===== config.mk =====
export PLATFORM = sky130hd
export DESIGN_NAME = ifetch_ir_stage
export DESIGN_NICKNAME = d
export VERILOG_FILES = /design/src/rtl/ifetch_ir_stage.sv
export SDC_FILE = /design/constraint.sdc
export NUM_CORES = 1
export LEC_CHECK = 0
export CAP_MARGIN = 15
export CORE_MARGIN = 4
export CORE_UTILIZATION = 48
export DETAILED_ROUTE_END_ITERATION = 16
export GPL_ROUTABILITY_DRIVEN = 0
export PLACE_DENSITY_LB_ADDON = 0.3
export SLEW_MARGIN = 20
export SYNTH_ARGS = -nofsm -noshare
export SYNTH_HDL_FRONTEND = slang
export SYNTH_SLANG_ARGS = --single-unit

===== constraint.sdc =====
create_clock -name clk -period 2.93 [get_ports clk]
set_clock_uncertainty 0.1 [all_clocks]
set_input_delay 0.586 -clock clk [delete_from_list [all_inputs] [get_ports clk]]
set_output_delay 0.586 -clock clk [all_outputs]
set_load 0.01 [all_outputs]

===== src/rtl/ifetch_ir_stage.sv =====
// Instruction fetch / instruction-register stage: MFA/MOC memory handshake, IR hold until ack,
// PC redirect and sticky timeout. Define IFETCH_PREFETCH_EN to add a one-entry prefetch buffer.
module ifetch_ir_stage #(
    parameter logic [31:0] RESET_PC = 32'h0000_0000,
    parameter int unsigned TIMEOUT  = 15
) (
    input  logic        clk,
    input  logic        rst_n,
    input  logic        fetch_en,
    output logic [31:0] mem_addr,
    output logic        mem_mfa,
    input  logic        mem_moc,
    input  logic [31:0] mem_data,
    output logic [31:0] ir_out,
    output logic        ir_valid,
    input  logic        ir_ack,
    input  logic        br_load,
    input  logic [31:0] br_target,
    output logic [31:0] pc_out,
    output logic        fetch_err
);

    typedef enum logic [2:0] {IDLE, REQ, WAIT, HOLD, ERR} fetchStateT;

    localparam logic [7:0] TIMEOUT_LIM = TIMEOUT[7:0];

    fetchStateT  state, stateNxt;
    logic [31:0] pc, pcNxt;
    logic [31:0] irReg, irNxt;
    logic        irValid, irValidNxt;
    logic        fetchErr, errNxt;
    logic [7:0]  cnt, cntNxt;
    logic        brPend, pendNxt;
    logic [31:0] brTgt, tgtNxt;

    logic [31:0] brAddr;
    logic [31:0] pcInc;
    logic [7:0]  cntInc;
    logic        timeoutHit;

`ifdef IFETCH_PREFETCH_EN
    logic [31:0] pfBuf, pfBufNxt;
    logic        pfValid, pfValidNxt;
    logic        pfOut, pfOutNxt;
`endif

    // Wait counter sticks at the limit instead of wrapping.
    function automatic logic [7:0] satInc(input logic [7:0] v, input logic [7:0] lim);
        return (v >= lim) ? v : v + 8'd1;
    endfunction

    assign brAddr     = br_target & ~32'h3;
    assign pcInc      = pc + 32'd4;
    assign cntInc     = satInc(cnt, TIMEOUT_LIM);
    assign timeoutHit = (cntInc >= TIMEOUT_LIM);

    always_ff @(posedge clk or negedge rst_n) begin
        if (!rst_n) begin
            state    <= IDLE;
            pc       <= RESET_PC;
            irReg    <= '0;
            irValid  <= 1'b0;
            fetchErr <= 1'b0;
            cnt      <= '0;
            brPend   <= 1'b0;
            brTgt    <= '0;
`ifdef IFETCH_PREFETCH_EN
            pfBuf    <= '0;
            pfValid  <= 1'b0;
            pfOut    <= 1'b0;
`endif
        end else begin
            state    <= stateNxt;
            pc       <= pcNxt;
            irReg    <= irNxt;
            irValid  <= irValidNxt;
            fetchErr <= errNxt;
            cnt      <= cntNxt;
            brPend   <= pendNxt;
            brTgt    <= tgtNxt;
`ifdef IFETCH_PREFETCH_EN
            pfBuf    <= pfBufNxt;
            pfValid  <= pfValidNxt;
            pfOut    <= pfOutNxt;
`endif
        end
    end

    always_comb begin
        stateNxt   = state;
        pcNxt      = pc;
        irNxt      = irReg;
        irValidNxt = irValid;
        errNxt     = fetchErr;
        cntNxt     = cnt;
        pendNxt    = brPend;
        tgtNxt     = brTgt;
`ifdef IFETCH_PREFETCH_EN
        pfBufNxt   = pfBuf;
        pfValidNxt = pfValid;
        pfOutNxt   = pfOut;
`endif
        case (state)
            IDLE: begin
                if (br_load) begin
                    pcNxt      = brAddr;
                    irValidNxt = 1'b0;
                    stateNxt   = REQ;
                end else if (fetch_en) begin
                    stateNxt = REQ;
                end
            end
            REQ: begin
                cntNxt = '0;
                if (br_load) begin
                    pcNxt      = brAddr;
                    irValidNxt = 1'b0;
                end else begin
                    stateNxt = WAIT;
                end
            end
            WAIT: begin
                // The read in flight is never aborted; a redirect only decides where the data goes.
                if (mem_moc) begin
                    pendNxt = 1'b0;
                    if (br_load) begin
                        pcNxt    = brAddr;
                        stateNxt = REQ;
                    end else if (brPend) begin
                        pcNxt    = brTgt;
                        stateNxt = REQ;
                    end else begin
                        irNxt      = mem_data;
                        irValidNxt = 1'b1;
                        pcNxt      = pcInc;
                        stateNxt   = HOLD;
                    end
                end else begin
                    cntNxt = cntInc;
                    if (br_load) begin
                        pendNxt = 1'b1;
                        tgtNxt  = brAddr;
                    end
                    if (timeoutHit) begin
                        errNxt   = 1'b1;
                        pendNxt  = 1'b0;
                        stateNxt = ERR;
                    end
                end
            end
            HOLD: begin
`ifdef IFETCH_PREFETCH_EN
                if (br_load) begin
                    irValidNxt = 1'b0;
                    pfValidNxt = 1'b0;
                    pfOutNxt   = 1'b0;
                    if (pfOut && !mem_moc) begin
                        // Prefetch still outstanding: finish it in WAIT and discard the word.
                        pendNxt  = 1'b1;
                        tgtNxt   = brAddr;
                        cntNxt   = cntInc;
                        stateNxt = WAIT;
                        if (timeoutHit) begin
                            errNxt   = 1'b1;
                            pendNxt  = 1'b0;
                            stateNxt = ERR;
                        end
                    end else begin
                        pcNxt    = brAddr;
                        stateNxt = REQ;
                    end
                end else if (ir_ack) begin
                    if (pfValid) begin
                        irNxt      = pfBuf;
                        pfValidNxt = 1'b0;
                    end else if (pfOut && mem_moc) begin
                        irNxt    = mem_data;
                        pcNxt    = pcInc;
                        pfOutNxt = 1'b0;
                    end else if (pfOut) begin
                        // IR consumed before the prefetch returned; keep waiting on it as a normal fetch.
                        irValidNxt = 1'b0;
                        pfOutNxt   = 1'b0;
                        cntNxt     = cntInc;
                        stateNxt   = WAIT;
                        if (timeoutHit) begin
                            errNxt   = 1'b1;
                            stateNxt = ERR;
                        end
                    end else begin
                        irValidNxt = 1'b0;
                        stateNxt   = fetch_en ? REQ : IDLE;
                    end
                end else if (pfOut) begin
                    if (mem_moc) begin
                        pfBufNxt   = mem_data;
                        pfValidNxt = 1'b1;
                        pcNxt      = pcInc;
                        pfOutNxt   = 1'b0;
                    end else begin
                        cntNxt = cntInc;
                        if (timeoutHit) begin
                            errNxt     = 1'b1;
                            irValidNxt = 1'b0;
                            pfOutNxt   = 1'b0;
                            stateNxt   = ERR;
                        end
                    end
                end else if (!pfValid && fetch_en) begin
                    pfOutNxt = 1'b1;
                    cntNxt   = '0;
                end
`else
                if (br_load) begin
                    pcNxt      = brAddr;
                    irValidNxt = 1'b0;
                    stateNxt   = REQ;
                end else if (ir_ack) begin
                    irValidNxt = 1'b0;
                    stateNxt   = fetch_en ? REQ : IDLE;
                end
`endif
            end
            ERR: begin
                irValidNxt = 1'b0;
`ifdef IFETCH_PREFETCH_EN
                pfValidNxt = 1'b0;
                pfOutNxt   = 1'b0;
`endif
            end
            default: stateNxt = IDLE;
        endcase
    end

`ifdef IFETCH_PREFETCH_EN
    assign mem_mfa = (state == REQ) || (state == WAIT) || ((state == HOLD) && pfOut);
`else
    assign mem_mfa = (state == REQ) || (state == WAIT);
`endif
    assign mem_addr  = mem_mfa ? pc : '0;
    assign ir_out    = irReg;
    assign ir_valid  = irValid;
    assign pc_out    = pc;
    assign fetch_err = fetchErr;

endmodule


==> flow_summary.yaml, run 1 <==
status:
  status: "finished, final reports clean"
floorplanning:
  rows: 39
  fp.dieH_um: 118
  ioPinCount: 169
  die_x_um: 118
  start_util_pct: 49.8
  dieArea_um2: 13800
  core-area_um2: 11600
final_layout:
  antenna_cells: 0
  areaGrowthSynthToFinish_pct: 37.5
  drive_above_1_share_pct: 17.1
  layout_common_cells: "clkdlybuf4s50_1, dfrtp_1, mux2_2"
  nNetsFinal: 806
  final_common_cell: "clkdlybuf4s50_1"
  postLayoutCellArea_um2: 7920
  utilization_pct: 68.5
drt:
  drtIter0Drc: 399
  postRouteAntennaNets: 0
  detail_route.wirelength_um: 16100
  post_drt_wl_per_cell_um: 18.2
  vias: 5096
  drc: 0
  drt_pass1_iterations: 4
  vias_per_cell: 5.78
clock_tree:
  cts_sinks: 106
  clk_path_buf_depth: 2
  clk_latency_ps: 340
  cts_root_buf: "clkbuf_16"
  cts_tree: "built"
  cts_buffers: 9
  htreeDepth: 3
  clk_pin_slew_ps: 70
critical_path:
  slowest_delay_ps: 540
  end_kind: "output port"
  worst_setup_path_start_kind: "flop"
  worst-r2r-setup-slack_ps: 390
  cp_slowest_cell: "clkdlybuf4s50_1"
  cp.arrival_ps: 2130
  path_cells: "nor2b_1, nor2b_2, nor2_2, buf_4, nor2b_1, clkdlybuf4s50_1"
  cpMostUsedCell: "nor2b_1"
  critPathMaxFanout: 18
  ff2ff_path_depth: 6
  required_ps: 2240
  critical_path_class: "reg -> out"
global_route:
  met3_usage_pct: 7.06
  grt_pass1_vias: 5260
  overflow: 0
  grt_pass1_wl_um: 26100
  busiest_layer: "met2"
  grt_util_met1_pct: 27.9
  use_met2_pct: 38.5
  track_usage_pct: 22.8
  antenna_found_initial: 0
  grt_max_degree: 41
power:
  ir_worst_vdd_v: 0.000523
  power_density_nw_per_um2: 1000
  leakagePower_nw: 3.22
  finalPower_mw: 7.92
sta:
  period_needed_ps: 2820
  whs_ps: 79.7
  fin_crit_sh_pct: 96.2
  fmax_ghz: 0.355
  max_slew_margin_pct: 58.1
  slew_violations: 0
  worstMarginPinSlew_ps: 623
  layout_setup_ws_ps: 111
  finalHoldViolCount: 0
  finalSetupViolCount: 0
placement:
  place_ws_ps: 302
  port_buffers: 162
  placed_cell_area_um2: 7600
  dp_hpwl_um: 11600
yosys:
  synth.distinct_cells: 69
  syn_inst: 573
  synth_mux_area_share_pct: 14.1
  ys_ff_latch: 106
  ys.flop_type: "dfrtp_1"
  synth_top_family_by_area: "simple AND/OR/NAND/NOR gates"
  synth_compound_area_share_pct: 12.7
  synth-async-reset-ratio_pct: 100
  synth_area_um2: 5760
  synthAdderAreaFrac_pct: 0.434
  yosys.area_share.simple_pct: 20.7
  synth_edf_count: 0
  synth.avg_cell_area_um2: 10.1
  synth_warnings: 0
  synth_xor_area_share_pct: 1.98
  ys_seq_area_share_pct: 46.0
hold_path:
  hold_path.class: "in -> async"
job:
  drv_cap: 0
-- report_power, final --
| part | internal (mW) | leakage, nW | switching (mW) | total [mW] |
|---|---|---|---|---|
| clock | 0.680 | 0.142 | 0.524 | 1.20 |
| sequential | 2.13 | 1.30 | 0.650 | 2.78 |
| combinational | 2.23 | 1.78 | 1.71 | 3.94 |
-- sequential cells by signal, indices dropped and copies added, names as in the netlist --
register	count
ir_out	32
cnt	8
brTgt	30
brPend	1
state	3
pc_out	30
ir_valid	1
fetch_err	1
-- routing by layer --
layer	vias to the layer above	wire length, um
met4	0	261
met1	2473	6590
met3	19	1400
met5	-	0
li1	2382	-
met2	222	7830
-- Yosys cell counts, drive strengths merged (8+ instances only) --
| master | instances | share of area, % |
|---|---|---|
| dfrtp | 106 | 46 |
| mux2 | 64 | 13 |
| nand2 | 44 | 2.9 |
| nor2b | 41 | 4.5 |
| nor2 | 40 | 2.8 |
| o21ai | 25 | 2.2 |
| a21oi | 24 | 2.1 |
| clkbuf | 24 | 1.6 |
| nand3 | 22 | 1.9 |
| buf | 20 | 2.0 |
| and3 | 14 | 1.5 |
| nor3 | 12 | 1.1 |
| o211ai | 10 | 1.3 |
| mux2i | 9 | 1.6 |
| a211oi | 8 | 1.0 |
| nand4 | 8 | 0.98 |
-- cells by family after synthesis --
logic type | after synthesis
simple gates | 219
compound gates | 109
flops | 106
mux | 73
buf+inv | 50
xor+xnor | 13
fa+ha+maj | 2
other cells | 1
-- final timing paths --
check,startpoint,end
max,state[2],mem_addr[16]
min,rst_n,pc_out[6]
max reg2reg,pc_out[2],pc_out[30]
min reg2reg,brTgt[2],brTgt[2]
max in group asynchronous,rst_n,pc_out[24]
min in group clk,brTgt[2],brTgt[2]
-- final cells by class --
cell class | count | area, um^2
fillers | 901 | 3640
flip-flops and latches | 106 | 2660
clock buffers | 12 | 246
well taps | 143 | 179
repair buffers | 191 | 1870
multi-input cells | 420 | 2910
clock inverters | 3 | 40.0
inverters | 6 | 22.5
-- stage by stage --
stage / instances / setup TNS (ps)
floorplan: 576 / 0
global placement: 863 / 0
detailed placement: 863 / 0
CTS: 878 / 0
global route: 881 / -167
finish: 881 / 0
-- worst max-delay path: cells and delay by family, from the launching register on --
| family | cells | cell delay [ps] |
|---|---|---|
| AND/OR/NAND/NOR | 4 | 590 |
| flip-flops | 1 | 450 |
| buffers and inverters | 2 | 740 |
-- what timing repair did --
| action | in CTS | in global routing |
|---|---|---|
| setup buffers | 0 | 3 |
| cloned | 0 | 0 |
| gates resized for setup | 2 | 2 |
| setup endpoints to repair | 21 | 30 |
| hold buffers | 0 | 0 |
Note: power is estimated with default switching activity, not from simulation.
==> run 2: changes to the inputs <==
--- a/config.mk
+++ b/config.mk
@@ -11,7 +11,6 @@
 export DETAILED_ROUTE_END_ITERATION = 16
 export GPL_ROUTABILITY_DRIVEN = 0
 export PLACE_DENSITY_LB_ADDON = 0.3
-export SLEW_MARGIN = 20
 export SYNTH_ARGS = -nofsm -noshare
 export SYNTH_HDL_FRONTEND = slang
 export SYNTH_SLANG_ARGS = --single-unit
==> results of run 2 <==
The final DEF is identical to that of run 1; final timing and power are the same.
==> run 3: changes to the inputs <==
--- a/config.mk
+++ b/config.mk
@@ -8,6 +8,7 @@
 export CAP_MARGIN = 15
 export CORE_MARGIN = 4
 export CORE_UTILIZATION = 48
+export CTS_CLUSTER_DIAMETER = 80
 export DETAILED_ROUTE_END_ITERATION = 16
 export GPL_ROUTABILITY_DRIVEN = 0
 export PLACE_DENSITY_LB_ADDON = 0.3
==> results of run 3 <==
The final DEF is identical to that of run 1; final timing and power are the same.
